[src/rtl/logisim_tick_pkg.sv]
// Shared types and helpers for the tick controller: run/stop state and the
// divisor clamp that treats a zero divisor as one.
package logisim_tick_pkg;

    typedef enum logic {
        STOP = 1'b0,
        RUN  = 1'b1
    } tick_state_t;

    function automatic logic [31:0] max1(input logic [31:0] x);
        return (x == 32'd0) ? 32'd1 : x;
    endfunction

endpackage

[src/rtl/logisim_tick_divider.sv]
// Reloadable down-counter: reloads on an explicit load or when it expires while
// enabled, otherwise counts down while enabled.
module logisim_tick_divider #(
    parameter int                   NrOfBits = 16,
    parameter logic [NrOfBits-1:0]  ResetCnt = '0
) (
    input  logic                GlobalClock,
    input  logic                Reset,
    input  logic                load,
    input  logic                en,
    input  logic [NrOfBits-1:0] reload_val,
    output logic                zero,
    output logic [NrOfBits-1:0] cnt
);

    assign zero = (cnt == '0);

    // NOTE: sequential state uses non-blocking assignments so every flop samples
    // the pre-edge values, regardless of statement or process order.
    always_ff @(posedge GlobalClock) begin
        if (Reset) begin
            cnt <= ResetCnt;
        end else if (load || (en && zero)) begin
            cnt <= reload_val;
        end else if (en) begin
            cnt <= cnt - NrOfBits'(1);
        end
    end

endmodule

[src/rtl/logisim_tick_controller.sv]
// Generates the one-cycle ClockTick enable for the derived-clock component,
// with run/stop, single-step, a runtime-loadable divisor and a tick counter.
module logisim_tick_controller
    import logisim_tick_pkg::*;
#(
    parameter int NrOfBits     = 16,
    parameter int ReloadValue  = 4,
    parameter int CountBits    = 32,
    parameter bit StartRunning = 1'b0
) (
    input  logic                 GlobalClock,
    input  logic                 Reset,
    input  logic                 RunEnable,
    input  logic                 StepReq,
    input  logic                 DivLoad,
    input  logic [NrOfBits-1:0]  DivValue,
    output logic                 ClockTick,
    output logic                 StepAck,
    output logic                 Running,
    output logic [CountBits-1:0] TickCount
);

    localparam logic [NrOfBits-1:0] ResetDiv   = NrOfBits'(max1(32'(ReloadValue)));
    localparam tick_state_t         ResetState = StartRunning ? RUN : STOP;

    tick_state_t         state_q, state_d;
    logic [NrOfBits-1:0] div_q, div_eff;
    logic [NrOfBits-1:0] cnt;
    logic                cnt_zero, cnt_load, cnt_en;
    logic                tick_d, ack_d;
    logic                unused_cnt;

    // A same-edge load already governs a reload happening on that edge.
    assign div_eff    = DivLoad ? NrOfBits'(max1(32'(DivValue))) : div_q;
    assign Running    = (state_q == RUN);
    assign unused_cnt = ^cnt;

    logisim_tick_divider #(
        .NrOfBits (NrOfBits),
        .ResetCnt (ResetDiv - NrOfBits'(1))
    ) u_divider (
        .GlobalClock (GlobalClock),
        .Reset       (Reset),
        .load        (cnt_load),
        .en          (cnt_en),
        .reload_val  (div_eff - NrOfBits'(1)),
        .zero        (cnt_zero),
        .cnt         (cnt)
    );

    // NOTE: every output of a combinational block gets a default first so no
    // path through the case leaves a signal unassigned and infers a latch.
    always_comb begin
        state_d  = state_q;
        cnt_load = 1'b0;
        cnt_en   = 1'b0;
        tick_d   = 1'b0;
        ack_d    = 1'b0;
        unique case (state_q)
            STOP: begin
                if (RunEnable) begin
                    state_d  = RUN;
                    cnt_load = 1'b1;
                end else if (StepReq) begin
                    tick_d = 1'b1;
                    ack_d  = 1'b1;
                end
            end
            RUN: begin
                if (!RunEnable) begin
                    state_d = STOP;
                end else begin
                    cnt_en = 1'b1;
                    tick_d = cnt_zero;
                end
            end
            default: state_d = ResetState;
        endcase
    end

    always_ff @(posedge GlobalClock) begin
        if (Reset) begin
            state_q   <= ResetState;
            div_q     <= ResetDiv;
            ClockTick <= 1'b0;
            StepAck   <= 1'b0;
            TickCount <= '0;
        end else begin
            state_q   <= state_d;
            div_q     <= div_eff;
            ClockTick <= tick_d;
            StepAck   <= ack_d;
            if (tick_d) begin
                TickCount <= TickCount + CountBits'(1);
            end
        end
    end

endmodule

[config.mk]
export PLATFORM = sky130hd
export DESIGN_NAME = logisim_tick_controller
export DESIGN_NICKNAME = d
export VERILOG_FILES = /design/src/rtl/logisim_tick_pkg.sv /design/src/rtl/logisim_tick_divider.sv /design/src/rtl/logisim_tick_controller.sv
export SDC_FILE = /design/constraint.sdc
export NUM_CORES = 1
export LEC_CHECK = 0
export CORE_MARGIN = 2
export CORE_UTILIZATION = 45
export DETAILED_ROUTE_END_ITERATION = 7
export PLACE_DENSITY = 0.78
export SKIP_CTS_REPAIR_TIMING = 1
export SYNTH_ARGS = -nofsm -noshare
export SYNTH_HDL_FRONTEND = slang
export SYNTH_SLANG_ARGS = --single-unit
[constraint.sdc]
create_clock -name GlobalClock -period 4.8 [get_ports GlobalClock]
set_input_delay 1.2 -clock GlobalClock [delete_from_list [all_inputs] [get_ports GlobalClock]]
set_output_delay 1.2 -clock GlobalClock [all_outputs]
set_load 0.03 [all_outputs]
==> reports/qor.yml <==
synthesis:
  syn-num-nets: 467
  synthesis.area_sq_mm: 0.00365
  synth_common_cells: "dfxtp_1 (67), nor2_1 (64), nand2_1 (27)"
  yosysWarnings: 0
  ys_seq_elements: 67
  seq_area_frac_synth: 0.367
  synth_edf_count: 0
  synth_top_area_cell: "dfxtp_1"
  synthDistinctLibCells: 58
  synth_area_leaders: "dfxtp_1 (37%), nor2_1 (6.6%), mux2i_1 (5.2%), xnor2_1 (4.3%), nand2_1 (2.8%)"
  async_flop_share: 0
  yosys_most_used_dff: "dfxtp_1"
  synth.top_cell.area_share: 0.367
  syn_inst: 444
  yosysMostFrequentCell: "dfxtp_1"
  syn_area_per_cell_sq_um: 8.23
clocking:
  htreeDepth: 3
  clockRootBuffer: "clkbuf_8"
  cts_tree: "yes"
  clkSinkCount: 67
  clk_pin_slew_ps: 70
  clock_latency_ps: 350
  numCtsBuffers: 9
  cts_buffer_depth: 2
drt:
  dr.pass1.iters: 5
  totalWireLength_um: 9290
  vias_per_cell: 5.75
  wire_per_inst_um: 15.5
  drcViolationCount: 0
  num_vias: 3456
  antenna_left: 0
  dr.first_iter.drc_count: 175
sta:
  timing.hold.ws_ps: 481
  slew-limit-headroom: 0.402
  final-setup-viol-count: 0
  fin_crit_ps: 4320
  fmax_mhz: 231
  grt_setup_unrepaired: "false"
  fin_crit_sh: 0.901
  worst_pin_slew_ps: 896
  slew_violations: 0
  tns_ps: 0
  finClkSkew_ps: 8.03
  hold_viol_final: 0
layout:
  multi_input_area_sq_mm: 0.00215
  finalNonFillerCells: 601
  area_delta_synth_final_pct: 23.0
  nets: 517
  antenna_cells: 0
  drive_gt1_frac: 0.0822
  nFillCells: 684
  regArea_sq_mm: 0.00134
run_status:
  run_status: "completed"
global_routing:
  grt_usage: 0.217
  grt_pass1_vias: 3283
  grt_pass1_wl_um: 15300
  gr-total-overflow: 0
  grt_max_degree: 36
  antenna_found_initial: 0
die:
  die_w_um: 94.1
  start_util: 0.468
  fp.dieH_um: 94.1
  ios: 56
  core_sq_mm: 0.00781
  rows: 32
  dieArea_sq_mm: 0.00885
placement:
  placed_cells: 585
  dpl.hpwl_um: 6500
  gp_congestion: 0.854
  numPortBuffers: 55
power_and_ir_drop:
  p_per_area_mw_per_mm2: 285
  vdd.ir_drop.worst_mv: 0.163
  p_leak_uw: 0.00156
job:
  cap_viol_max_count: 0
critical_path:
  path_class: "input pin to register"
  crit_family: "simple AND/OR/NAND/NOR gates"
  critPathBufInv: 1
  cp-start-kind: "input pin"
  path_max_fanout: 9
  endpoint_kind: "register"
  cp_data_arrival_time_ps: 4590
  slowest_stage: "or4_1"
  required_ps: 5070
  max_stage_delay_ps: 490
  path_cells: "clkdlybuf4s50_1, or4b_1, or4_1, o31ai_4, nand2_1, o21ai_0, ha_1, and3_1, mux2_4, o211ai_1, xnor2_1, a211oi_1"
worst_hold_path:
  min_path_type: "register to register"
per-layer routing:
metal	routed length [um]	track usage	vias to the layer above
met2	4350	0.361	135
met1	4120	0.273	1614
met5	0	0	-
met3	707	0.0666	16
met4	109	0.0580	0
li1	-	-	1691
report_power, final:
group | leakage [uW] | total (uW) | internal [uW] | switching, uW
sequential | 0.000546 | 594 | 575 | 18.5
clock | 0.000103 | 507 | 291 | 216
combinational | 0.000908 | 180 | 73.4 | 107
total | 0.00156 | 1280 | 940 | 341
flip-flops by register name, summed over array words and instances, names as in the netlist:
register	cells
ClockTick	1
div_q	16
StepAck	1
Running	1
u_divider.cnt	16
TickCount	32
metrics by stage:
stage / utilization / cell area (sq um) / worst slack (ps) / total power (uW)
global placement: 0.549 / 4280 / 282 / 777
detailed placement: 0.549 / 4280 / 151 / 782
global route: 0.575 / 4490 / 280 / 1330
finish: 0.575 / 4490 / 475 / 1280
floorplan: - / 3650 / 486 / 725
CTS: 0.575 / 4490 / 509 / 1290
worst reg2reg max path: cells and delay by family (launching register included):
family          cells  cell delay, ps
simple gates        4            1370
compound gates      4             870
flops               1             380
fa+ha+maj           1             370
mux                 1             240
xor+xnor            1             160
layout by cell type, fill, tap and decap left out, types with 4 or more instances in the layout:
| cell type | netlist | routed |
|---|---|---|
| dfxtp_1 | 67 | 67 |
| a21oi_1 | 18 | 18 |
| nand2_1 | 27 | 27 |
| a31oi_1 | 6 | 6 |
| nor3_2 | 5 | 5 |
| inv_1 | 17 | 17 |
| and2_1 | 5 | 5 |
| clkbuf_8 | 0 | 9 |
| xnor2_1 | 18 | 18 |
| nor4_1 | 9 | 9 |
| mux2_2 | 4 | 4 |
| nand3_1 | 15 | 15 |
| a211oi_1 | 7 | 7 |
| o211ai_1 | 8 | 8 |
| buf_4 | 0 | 8 |
| nor2_1 | 64 | 64 |
| mux2i_1 | 19 | 19 |
| or3_1 | 8 | 8 |
| o31ai_1 | 7 | 7 |
| nor2b_1 | 9 | 9 |
| o21ai_0 | 20 | 20 |
| nand2b_1 | 7 | 7 |
| clkdlybuf4s50_1 | 0 | 54 |
| nor3_1 | 18 | 18 |
| xor2_1 | 9 | 9 |
| nand4_1 | 5 | 5 |
cell families (layout without fill, tap and decap cells):
| group | Yosys count | in the layout | share of synthesized area |
|---|---|---|---|
| AOI/OAI and AO/OA | 92 | 92 | 0.179 |
| xor gates and xnor gates | 27 | 27 | 0.0647 |
| buffers and inverters | 41 | 96 | 0.0452 |
| DFF | 67 | 67 | 0.367 |
| and+or+nand+nor | 191 | 191 | 0.269 |
| adders and majority gates | 2 | 2 | 0.00685 |
| muxes | 24 | 24 | 0.0685 |
final timing paths:
kind | slack, ps | cells after the start | from | end
setup / recovery | 480 | 12 | RunEnable | u_divider.cnt[14]
hold reg to reg | 480 | 2 | u_divider.cnt[4] | u_divider.cnt[4]
setup reg to reg | 1320 | 11 | u_divider.cnt[7] | u_divider.cnt[14]
hold / removal | 480 | 2 | u_divider.cnt[4] | u_divider.cnt[4]
cell type report:
cell class              instances  area share
multi-input cells             336       0.478
flip-flops and latches         67       0.299
repair buffers                 63       0.135
clock buffers                  11      0.0292
well taps                     102      0.0284
clock inverters                 5      0.0173
inverters                      17      0.0142
(Power assumes the default switching activity.)
